### src/rtl/translit_word_sequencer.sv
// translit_word_sequencer
//   Buffers one SPACE-terminated word of 7-bit Hindi codes, pushes it
//   back-to-back through an external registered character mapper, collects the
//   mapped codes, then streams the English word plus a closing SPACE.
//
// Ports
//   clock, reset_n            single clock, async active-low reset
//   in_valid/in_ready/in_char Hindi character stream (in_ready registered)
//   map_hindi -> mapper input, map_r5 <- mapper output (MAP_LAT cycles later)
//   out_valid/out_ready/out_char/out_last  English stream, out_last on delimiter
//   overflow                  one-cycle pulse when a word is cut at MAX_WORD
module translit_word_sequencer #(
  parameter int         MAX_WORD = 16,
  parameter logic [6:0] SPACE    = 7'b0110000,
  parameter int         MAP_LAT  = 1
) (
  input  logic       clock,
  input  logic       reset_n,
  input  logic       in_valid,
  output logic       in_ready,
  input  logic [6:0] in_char,
  output logic [6:0] map_hindi,
  input  logic [6:0] map_r5,
  output logic       out_valid,
  input  logic       out_ready,
  output logic [6:0] out_char,
  output logic       out_last,
  output logic       overflow
);

  localparam int IW = $clog2(MAX_WORD + 1);  // cnt / ii / ei width
  localparam int AW = $clog2(MAX_WORD);      // buffer address width
  localparam logic [IW-1:0] ONE  = IW'(1);
  localparam logic [IW-1:0] FULL = IW'(MAX_WORD - 1);

  typedef enum logic [1:0] {S_COLLECT, S_MAP, S_DRAIN, S_EMIT} state_e;

  state_e                     state_q, state_d;
  logic [IW-1:0]              cnt_q, cnt_d;
  logic [IW-1:0]              ii_q, ii_d;
  logic [IW-1:0]              ei_q, ei_d;
  logic                       in_ready_q, in_ready_d;
  logic                       overflow_q, overflow_d;
  logic [MAX_WORD-1:0][6:0]   ibuf_q, ibuf_d;
  logic [MAX_WORD-1:0][6:0]   obuf_q, obuf_d;
  // Issue tags travelling alongside the mapper: stage 1 is loaded on issue,
  // stage MAP_LAT lines up with the matching map_r5.
  logic [MAP_LAT:1]           vld_pipe_q, vld_pipe_d;
  logic [MAP_LAT:1][IW-1:0]   idx_pipe_q, idx_pipe_d;

  logic in_acc;
  logic emit_end;

  assign in_acc   = in_ready_q & in_valid;
  assign emit_end = (ei_q == cnt_q);

  // Outputs are decoded straight from flops so an async reset clears them
  // in the same instant.
  assign in_ready  = in_ready_q;
  assign overflow  = overflow_q;
  assign out_valid = (state_q == S_EMIT);
  assign out_last  = (state_q == S_EMIT) & emit_end;
  assign map_hindi = (state_q == S_MAP) ? ibuf_q[ii_q[AW-1:0]] : 7'd0;

  always_comb begin
    out_char = 7'd0;
    if (state_q == S_EMIT) out_char = emit_end ? SPACE : obuf_q[ei_q[AW-1:0]];
  end

  always_comb begin
    state_d       = state_q;
    cnt_d         = cnt_q;
    ii_d          = ii_q;
    ei_d          = ei_q;
    overflow_d    = 1'b0;
    ibuf_d        = ibuf_q;
    obuf_d        = obuf_q;
    vld_pipe_d    = '0;
    idx_pipe_d    = '0;

    for (int s = 2; s <= MAP_LAT; s++) begin
      vld_pipe_d[s] = vld_pipe_q[s-1];
      idx_pipe_d[s] = idx_pipe_q[s-1];
    end

    // Capture only when a tag emerges; map_r5 is don't-care otherwise.
    if (vld_pipe_q[MAP_LAT]) obuf_d[idx_pipe_q[MAP_LAT][AW-1:0]] = map_r5;

    unique case (state_q)
      S_COLLECT: begin
        if (in_acc) begin
          if (in_char == SPACE) begin
            // Leading / repeated spaces are swallowed.
            if (cnt_q != '0) state_d = S_MAP;
          end else begin
            ibuf_d[cnt_q[AW-1:0]] = in_char;
            cnt_d = cnt_q + ONE;
            // Full buffer closes the word without waiting for a SPACE.
            if (cnt_q == FULL) begin
              state_d    = S_MAP;
              overflow_d = 1'b1;
            end
          end
        end
      end
      S_MAP: begin
        vld_pipe_d[1] = 1'b1;
        idx_pipe_d[1] = ii_q;
        if (ii_q == cnt_q - ONE) begin
          ii_d    = '0;
          state_d = S_DRAIN;
        end else begin
          ii_d = ii_q + ONE;
        end
      end
      S_DRAIN: begin
        // Leave once the final issue's result is being captured this cycle.
        if (vld_pipe_q[MAP_LAT] && idx_pipe_q[MAP_LAT] == cnt_q - ONE) begin
          ei_d    = '0;
          state_d = S_EMIT;
        end
      end
      S_EMIT: begin
        if (out_ready) begin
          if (emit_end) begin
            ei_d    = '0;
            cnt_d   = '0;
            state_d = S_COLLECT;
          end else begin
            ei_d = ei_q + ONE;
          end
        end
      end
      default: state_d = S_COLLECT;
    endcase

    in_ready_d = (state_d == S_COLLECT);
  end

  always_ff @(posedge clock or negedge reset_n) begin
    if (!reset_n) begin
      state_q    <= S_COLLECT;
      cnt_q      <= '0;
      ii_q       <= '0;
      ei_q       <= '0;
      in_ready_q <= 1'b0;
      overflow_q <= 1'b0;
      ibuf_q     <= '0;
      obuf_q     <= '0;
      vld_pipe_q <= '0;
      idx_pipe_q <= '0;
    end else begin
      state_q    <= state_d;
      cnt_q      <= cnt_d;
      ii_q       <= ii_d;
      ei_q       <= ei_d;
      in_ready_q <= in_ready_d;
      overflow_q <= overflow_d;
      ibuf_q     <= ibuf_d;
      obuf_q     <= obuf_d;
      vld_pipe_q <= vld_pipe_d;
      idx_pipe_q <= idx_pipe_d;
    end
  end

endmodule

### config.mk
export PLATFORM = sky130hd
export DESIGN_NAME = translit_word_sequencer
export DESIGN_NICKNAME = d
export VERILOG_FILES = /design/src/rtl/translit_word_sequencer.sv
export SDC_FILE = /design/constraint.sdc
export NUM_CORES = 1
export LEC_CHECK = 0
export BUFFER_PORTS_ARGS = -buffer_cell sky130_fd_sc_hd__clkbuf_2
export CELL_PAD_IN_SITES_DETAIL_PLACEMENT = 0
export CELL_PAD_IN_SITES_GLOBAL_PLACEMENT = 2
export CORE_UTILIZATION = 50
export CTS_CLUSTER_SIZE = 16
export DETAILED_ROUTE_END_ITERATION = 16
export GPL_TIMING_DRIVEN = 0
export HOLD_SLACK_MARGIN = 0.15
export PLACE_DENSITY_LB_ADDON = 0.1
export SETUP_SLACK_MARGIN = 0.1
export SYNTH_ARGS = -nofsm -noshare
export SYNTH_HDL_FRONTEND = slang
export SYNTH_SLANG_ARGS = --single-unit
### constraint.sdc
create_clock -name clock -period 6.1 [get_ports clock]
set_input_delay 0.305 -clock clock [delete_from_list [all_inputs] [get_ports clock]]
set_output_delay 0.305 -clock clock [all_outputs]
set_load 0.02 [all_outputs]
==> results of run 1 <==
[cell type report]
type,instances,share of cell area [%]
Buffer,51,2.00
Clock buffer,44,5.94
Sequential cell,249,44.5
Clock inverter,5,0.375
Multi-Input combinational cell,486,41.5
Tap cell,324,2.90
Inverter,13,0.348
Timing Repair Buffer,47,2.42
[cell usage in the layout, fill, tap and decap left out, types with 4 or more instances in the layout]
cell type	n
dfrtp_1	249
mux2_2	169
mux4_2	70
mux2_4	47
clkbuf_1	36
clkbuf_2	34
clkbuf_16	29
nor2_1	20
nand2_1	15
and2_1	13
mux2_1	12
ha_1	12
xnor2_1	11
inv_1	10
nand3_1	10
dlygate4sd3_1	10
nand3_4	9
buf_1	8
buf_6	8
nor2b_1	8
buf_2	7
and3_1	7
clkbuf_8	6
nor3b_1	5
nand2b_1	5
o21ai_0	4
o32ai_1	4
nand4_2	4
nand3b_1	4
[registers in the layout, indices dropped and copies added, names as in the netlist]
name,count
ei_q,5
cnt_q,5
vld_pipe_q,1
state_q,2
idx_pipe_q,5
ii_q,5
ibuf_q,112
overflow,1
obuf_q,112
in_ready,1
[worst max-delay path: cells and delay by family, from the launching register on]
kind | cells | cell delay, ns
muxes | 2 | 0.94
DFF | 1 | 0.52
and+or+nand+nor | 1 | 0.17
buffers and inverters | 2 | 0.85
[path summary, 6_finish.rpt]
kind                       slack (ns)  cells after the start  startpoint           end
max reg2reg                      3.46                      8    cnt_q[1]       ei_q[1]
min                              0.17                      2  in_char[3]    ibuf_q[52]
min in group asynchronous        0.31                      2     reset_n    state_q[0]
max                              2.77                      5     ii_q[1]  map_hindi[5]
max in group asynchronous        4.83                      3     reset_n   ibuf_q[101]
min reg2reg                      0.49                      1  ibuf_q[52]    ibuf_q[52]
[cell usage after synthesis (all sizes together), types with 3 or more instances]
cell / number
or3: 3
nor3b: 6
and2: 14
a21o: 3
nand3b: 4
ha: 12
nand4: 4
buf: 25
xnor2: 12
nand2b: 5
inv: 12
o21ai: 4
nor3: 4
clkbuf: 26
o32ai: 4
and3: 7
nor2b: 9
dfrtp: 249
nand3: 22
o31ai: 3
mux2: 228
nand2: 15
o22a: 3
nor2: 22
mux4: 70
[metrics by stage]
step,util [%],TNS [ns],setup slack [ns],instance area (sq um),hold WS [ns]
finish,57.6,0,2.77,14000,0.175
global route,57.6,0,2.72,14000,0.174
detailed placement,53.5,0,3.36,13000,0.300
CTS,57.6,0,2.79,14000,0.150
floorplan,-,0,3.82,12400,0.00941
global placement,53.3,-0.247,-0.00648,13000,0.468
[power groups by stage]
stage	clock network (W)	registers, W	logic [W]
after floorplan	0	0.00238	0.00195
after global placement	0	0.00244	0.00246
after detailed placement	0	0.00249	0.00253
after CTS	0.00166	0.00246	0.00254
after global routing	0.00173	0.00253	0.00269
final	0.00162	0.00247	0.00251
[timing repair]
item                                    in CTS  in global routing
hold buffers                                10                  0
endpoints found under the hold margin      100                  0
endpoints found under the setup margin       0                  0
[layer usage]
layer / vias up / wire length (um) / GRT usage [%] / part of all wire [%]
met3: 58 / 968 / 2.79 / 3.3
met4: 0 / 833 / 7.78 / 2.8
met5: - / 0 / 0 / 0
met1: 3827 / 12600 / 32.0 / 43
li1: 3140 / - / - / -
met2: 158 / 14900 / 41.8 / 51
[cell families after synthesis]
kind of cell             after synthesis
XOR/XNOR                              16
multiplexers                         299
AND/OR/NAND/NOR                      123
AO/OA/AOI/OAI                         36
buffers and inverters                 64
adder cells (fa/ha/maj)               12
flip-flops                           249
==> impl_metrics.yaml, run 1 <==
outcome:
  status: "completed"
pwr:
  p_sw_w: 0.00210
  power_leakage_nw: 6.24
  ir_drop_uv: 240
  p_int_w: 0.00450
  cellPowerDensity_nw_per_um2: 471
  clock_power_share_pct: 24.5
  seq_power_share_pct: 37.4
  power_w: 0.00660
  netSwitchingFraction_pct: 31.8
  p_comb_share_pct: 38.1
synth:
  synth_seq_cells: 249
  syn_nets: 829
  syn_avg_cell_area_sq_um: 15.5
  synth_top_family_by_area: "multiplexers"
  yosysTopAreaCell: "dfrtp_1"
  ys.flop_type: "dfrtp_1"
  yosysTopAreaCellShare_pct: 50.4
  synthMuxAreaShare_pct: 35.0
  synth_seq_area_share_pct: 50.4
  ys_top_cells_by_area: "dfrtp_1 (50%), mux2_2 (15%), mux4_2 (13%)"
  synth_edf_count: 0
  netlist_area_sq_um: 12400
  synthDistinctLibCells: 65
  async_flop_share_pct: 100
  yosys.area_share.simple_pct: 7.00
  synthAdderAreaFrac_pct: 1.21
  synthCells: 799
  synth-compound-area-share_pct: 2.27
  synthXorXnorAreaFrac_pct: 1.51
  yosysWarnings: 0
detailed_routing:
  dr.pass1.iters: 4
  routed_via_density: 5.89
  via_count: 7183
  drt_iter0_drc: 385
  drc: 0
  antenna_left: 0
  wl_per_cell_um: 24.0
  drt_wl_total_mm: 29.3
timing:
  clock_skew_ns: 0.0117
  hold_violations: 0
  relSlewSlack_pct: 38.9
  drv_slew: 0
  fin_crit_sh_pct: 54.5
  tightest_slew_ns: 0.914
  maxClockFrequency_mhz: 301
  finalSetupViolCount: 0
  rsz0062_at_grt: "false"
  final.min_clock_period_ns: 3.33
floorplan:
  initial_core_util_pct: 50.9
  die_h_um: 159
  coreArea_sq_um: 24300
  die_area_sq_um: 25400
  die_x_um: 159
  num_rows: 57
  io_pins: 36
layout:
  layoutNonFillerInstCount: 1219
  finalNetCount: 906
  drive_gt1_share_pct: 45.6
  seqCellArea_sq_um: 6230
  num_antenna_cells: 0
  multi_input_area_sq_um: 5810
  fillers: 1944
  syn2layout_area_growth_pct: 13.2
run:
  max_cap_viol_count: 0
clock_network:
  cts_tree: "built"
  numCtsBuffers: 28
  clk_latency_ns: 0.53
  cts_setup_buffers: 0
  root_buffer: "clkbuf_16"
  cts_sinks: 249
  htree_levels: 1
  path_clk_slew_ns: 0.06
  clockBufferDepth: 3
  cts-resized-gates: 0
worst_setup_path:
  critPathMostFrequentCell: "mux4_2"
  cp-end-kind: "primary output"
  critPathMaxStageDelay_ns: 0.70
  worstPathArrival_ns: 3.02
  cp_slowest_cell: "buf_1"
  crit_chain: "buf_1 > mux4_2 > mux4_2 > and2_1 > clkbuf_2"
  worst_setup_path_start_kind: "flop"
  cp.required_ns: 5.79
  critPathKind: "reg -> out"
  cp_max_fo: 10
placement:
  io_buffers: 35
  dp_hpwl_mm: 20.6
  dp.cells: 1160
  gp_congestion: 0.809
global_route:
  grt_pass1_vias: 7878
  grt_max_degree: 118
  grt_pass1_wl_mm: 46.7
  grt_overflow: 0
  antenna_found_initial: 0
  grt_use_total_pct: 24.2
hold_path:
  hp-class: "in -> reg"
No activity file was read; power rests on OpenSTA's default activity.
==> inputs of run 2 (changes only) <==
- CORE_UTILIZATION: 50 -> 47
- clock period: 6.1 -> 3.15 ns (I/O delays scaled with it)
==> run 2 against run 1 <==
First-iteration DRC count increased by 7.3%. Non-clock buffer count increased by 5. Flip-flop and latch count unchanged. Combinational power increased by 93%. Clock power increased by 110%. Wire length increased by 2.2%. Largest cell class unchanged. Worst hold slack got worse by 0.026 ns. Final area increased by 1.0%. Setup slack got worse by 2.6 ns. Clock skew increased by 0.00052 ns. Via count decreased by 0.72%.
==> impl_metrics.yaml, run 2 (synthesis results as in run 1) <==
outcome:
  status: "completed"
layout:
  final_cell_mix: "dfrtp_1 (249), mux2_2 (169), mux4_2 (70)"
  fin_util_pct: 54.6
  seqCellArea_sq_um: 6230
  num_antenna_cells: 0
  fillers: 2077
  mostFrequentLayoutCell: "dfrtp_1"
  reg_top3: "ibuf_q x112, obuf_q x112"
  finalNetCount: 912
  syn2layout_area_growth_pct: 14.3
  drive_gt1_share_pct: 46.5
  multi_input_area_sq_um: 5810
timing:
  fin_crit_sh_pct: 93.1
  clock_skew_ns: 0.0123
  tightest_slew_ns: 1.04
  drv_slew: 0
  relSlewSlack_pct: 30.5
  final.min_clock_period_ns: 2.93
  whs_ns: 0.149
  setup_ws_ns: 0.217
  maxClockFrequency_mhz: 341
  finalSetupViolCount: 0
  rsz0062_at_grt: "false"
  hold_violations: 0
floorplan:
  die_area_sq_um: 27000
  die_x_um: 164
  coreArea_sq_um: 25900
  die_h_um: 164
  num_rows: 59
  io_pins: 36
  initial_core_util_pct: 47.8
worst_setup_path:
  critPathKind: "reg -> out"
  worstPathArrival_ns: 2.78
  critPathTopFamily: "multiplexers"
  cp-end-kind: "primary output"
  cp-startpoint: "ei_q[0]"
  reg2reg_from: "cnt_q[1]"
  cp_max_fo: 10
  crit_chain: "buf_2 > buf_6 > mux4_2 > mux4_2 > o21a_1 > clkbuf_2"
  critPathBufInv: 3
  cp_slowest_cell: "mux4_2"
  critPathMostFrequentCell: "mux4_2"
  worst_setup_path_start_kind: "flop"
  critPathMaxStageDelay_ns: 0.57
  cp.required_ns: 2.99
detailed_routing:
  routed_via_density: 5.76
  antenna_left: 0
  wl_per_cell_um: 24.2
  dr.pass1.iters: 4
  drc: 0
  drt_wl_total_mm: 29.9
  drt_iter0_drc: 413
  via_count: 7131
global_route:
  grt_use_total_pct: 23.3
  grt_pass1_wl_mm: 46.8
  antenna_found_initial: 0
  grt_max_degree: 117
  grt_overflow: 0
  grt_pass1_vias: 8052
clock_network:
  htree_levels: 1
  cts_sinks: 249
  path_clk_slew_ns: 0.06
  root_buffer: "clkbuf_16"
  clk_latency_ns: 0.54
  cts_tree: "built"
  clockBufferDepth: 3
  cts_setup_buffers: 0
  numCtsBuffers: 29
placement:
  dp_hpwl_mm: 20.7
  io_buffers: 35
  pre_cts_ws_ns: 0.454
  gp_congestion: 0.786
pwr:
  power_w: 0.0129
  power_leakage_nw: 6.32
  cellPowerDensity_nw_per_um2: 914
  ir_drop_uv: 442
run:
  max_cap_viol_count: 0
hold_path:
  hp-class: "in -> async"
[run 2: cell count changes in the layout (fill, tap and decap cells not counted)]
cell           delta
clkinv_2          +1
clkinvlp_4        -1
o21ai_0           -1
clkbuf_8          +6
buf_1             -5
clkbuf_1          -4
clkbuf_2          +1
buf_2             +4
dlygate4sd3_1     +5
clkinv_4          +1
o21ai_1           +1
[run 2: layout make-up]
type | instances | share of cell area (%)
well taps | 335 | 2.96
clock inverters | 6 | 0.416
inverters | 13 | 0.345
repair buffers | 52 | 2.75
flip-flops and latches | 249 | 44.0
plain buffers | 51 | 2.03
multi-input cells | 486 | 41.1
clock buffers | 46 | 6.36
[run 2: timing repair]
| item | CTS | global route |
|---|---|---|
| setup endpoints to repair | 10 | 7 |
| resized for setup | 5 | 4 |
| hold endpoints to repair | 217 | 0 |
| hold buffers | 15 | 0 |
| pin swaps | 0 | 0 |
[run 2: power breakdown]
| part | switching [W] | leakage, nW | internal, W |
|---|---|---|---|
| Sequential | 0.000574 | 3.16 | 0.00419 |
| Clock | 0.00131 | 0.477 | 0.00202 |
| Combinational | 0.00220 | 2.69 | 0.00264 |
[run 2: final timing paths]
| path | to | slack [ns] | depth (start not counted) |
|---|---|---|---|
| worst min register to register | ibuf_q[55] | 0.49 | 1 |
| max in group asynchronous | ibuf_q[5] | 1.66 | 4 |
| worst max-delay path | out_char[5] | 0.22 | 6 |
| worst min-delay path | ibuf_q[74] | 0.15 | 2 |
| worst max register to register | state_q[0] | 0.49 | 9 |
| min in group clock | cnt_q[1] | 0.17 | 5 |
[run 2: metal layers]
metal	vias up	GRT usage (%)	share of wire, %
li1	3144	-	-
met5	-	0	0
met1	3783	29.4	43
met4	0	7.32	3.0
met3	68	3.43	3.4
met2	136	41.0	51
[run 2: through the flow]
stage,area (sq um),instances,setup TNS [ns]
global placement,13000,1169,-694.52
global route,14100,1238,0
floorplan,12400,799,0
CTS,14200,1238,0
finish,14100,1238,0
detailed placement,13000,1171,0
==> inputs of run 3 (changes only) <==
==> constraint.sdc (replaced) <==
create_clock -name clock -period 3.15 [get_ports clock]
set_input_delay 0.63 -clock clock [delete_from_list [all_inputs] [get_ports clock]]
set_output_delay 0.63 -clock clock [all_outputs]
set_load 0.02 [all_outputs]
==> run 3 against run 2 <==
The flow now finishes with violations (setup timing). Global-route usage up 0.20 points. Combinational power is 8.1% higher. Sequential share of layout area fell by 0.56 points. Critical path type unchanged.
==> impl_metrics.yaml, run 3 (synthesis results as in run 1) <==
pwr:
  power_leakage_nw: 6.41
  p_comb_share_pct: 39.3
  power_w: 0.0133
  cellPowerDensity_nw_per_um2: 930
  seq_power_share_pct: 35.8
  p_sw_w: 0.00417
  netSwitchingFraction_pct: 31.3
  p_int_w: 0.00916
  clock_power_share_pct: 25.0
  ir_drop_uv: 536
layout:
  syn2layout_area_growth_pct: 15.8
  finalNetCount: 907
  mostFrequentLayoutCell: "dfrtp_1"
  reg_top3: "ibuf_q x112, obuf_q x112"
  num_antenna_cells: 0
  final_cell_mix: "dfrtp_1 (248), mux2_2 (169), mux4_2 (70)"
  fillers: 2053
  drive_gt1_share_pct: 49.2
  fin_util_pct: 55.3
worst_setup_path:
  reg2reg_from: "cnt_q[1]"
  critPathMostFrequentCell: "mux4_2"
  crit_chain: "buf_8 > buf_12 > mux4_2 > mux4_2 > and2_4 > buf_2"
  worst_setup_path_start_kind: "flop"
  critPathTopFamily: "multiplexers"
  critPathKind: "reg -> out"
  timing.rr.end: "ei_q[4]"
  ff2ff_path_depth: 8
  cp-startpoint: "ii_q[0]"
  cp-end-kind: "primary output"
  cp.required_ns: 2.52
  cp_slowest_cell: "mux4_2"
  critPathBufInv: 3
  r2r_setup_slack_ns: 0.53
  critPathMaxStageDelay_ns: 0.54
  cp_max_fo: 6
  worstPathArrival_ns: 2.61
detailed_routing:
  drt_wl_total_mm: 30.1
  antenna_left: 0
  wl_per_cell_um: 24.4
  drt_iter0_drc: 427
  drc: 0
  dr.pass1.iters: 4
  routed_via_density: 5.82
  via_count: 7178
floorplan:
  io_pins: 36
  initial_core_util_pct: 47.8
  num_rows: 59
  coreArea_sq_um: 25900
  die_area_sq_um: 27000
  die_h_um: 164
  die_x_um: 164
placement:
  dp_hpwl_mm: 20.7
  gp_congestion: 0.786
  pre_cts_ws_ns: -0.0181
  io_buffers: 35
timing:
  setup_ws_ns: -0.0915
  final.min_clock_period_ns: 3.24
  hold_violations: 0
  finalSetupViolCount: 12
  whs_ns: 0.423
  relSlewSlack_pct: 30.2
  fin_crit_sh_pct: 103
  tightest_slew_ns: 1.04
  maxClockFrequency_mhz: 309
  clock_skew_ns: 0.00864
  rsz0062_at_grt: "true"
  drv_slew: 0
  finalSetupTns_ns: -0.622
outcome:
  violations: "setup timing"
  status: "finished with violations"
global_route:
  antenna_found_initial: 0
  grt_pass1_vias: 8063
  grt_pass1_wl_mm: 47.2
  grt_use_total_pct: 23.5
  grt_overflow: 0
  grt_max_degree: 117
clock_network:
  path_clk_slew_ns: 0.06
  clk_latency_ns: 0.54
  clockBufferDepth: 3
  numCtsBuffers: 29
  cts_tree: "built"
  htree_levels: 1
  root_buffer: "clkbuf_16"
  cts_sinks: 249
run:
  max_cap_viol_count: 0
hold_path:
  hp-start: "map_r5[3]"
  min_path_cells: 2
  min_to: "obuf_q[101]"
  hp-class: "in -> reg"
[run 3: repair_timing]
| action | in CTS | in global routing |
|---|---|---|
| buffers inserted | 6 | 1 |
| hold endpoints to repair | 53 | 0 |
| hold buffers | 1 | 0 |
| cloned | 2 | 1 |
| endpoints found under the setup margin | 14 | 14 |
| resized for setup | 50 | 27 |
[run 3: per-stage QoR]
step	instances	area (sq um)
CTS	1232	14300
global placement	1169	13000
floorplan	799	12400
detailed placement	1171	13000
global route	1233	14300
finish	1233	14300
[run 3: final cells by class]
cell class	count	area, sq um	share of cell area, %
inverter	13	48.8	0.340
clock buffer	46	900	6.28
multi-input combinational	486	5850	40.8
tap	335	419	2.92
sequential	249	6230	43.5
clock inverter	6	58.8	0.410
buffer	51	365	2.55
timing repair buffer	47	459	3.20
[run 3: layer usage]
| metal | vias up | global-route usage (%) | part of all wire, % |
|---|---|---|---|
| met3 | 70 | 3.59 | 4.0 |
| met5 | - | 0 | 0 |
| met4 | 0 | 7.41 | 3.1 |
| met1 | 3805 | 29.8 | 42 |
| met2 | 162 | 41.1 | 51 |
| li1 | 3141 | - | - |
[run 3: worst reg2reg max path, cell delays in order (launching register included)]
cell and delay [ns]:
dfrtp_1 0.40, clkbuf_2 0.20, inv_1 0.15, ha_1 0.28, nor3b_2 0.27, xnor3_1 0.33, nor4_4 0.40, nor2_2 0.15
o32ai_1 0.33
[run 3: worst max-delay path by stage]
| stage | endpoint | slack [ns] | cells past startpoint |
|---|---|---|---|
| after detailed placement | map_hindi[2] | -0.02 | 5 |
| after global placement | obuf_q[101] | -3.30 | 1 |
| after CTS | out_char[5] | -0.13 | 6 |
| after floorplan | out_char[4] | 0.65 | 5 |
| final | map_hindi[5] | -0.09 | 6 |
| after global routing | out_char[3] | -0.16 | 6 |
[run 3: power by group through the flow]
stage | Clock [W] | Sequential [W] | Combinational [W]
detailed placement | 0 | 0.00481 | 0.00489
floorplan | 0 | 0.00460 | 0.00377
global route | 0.00352 | 0.00488 | 0.00560
global placement | 0 | 0.00472 | 0.00475
CTS | 0.00339 | 0.00476 | 0.00526
finish | 0.00333 | 0.00477 | 0.00523
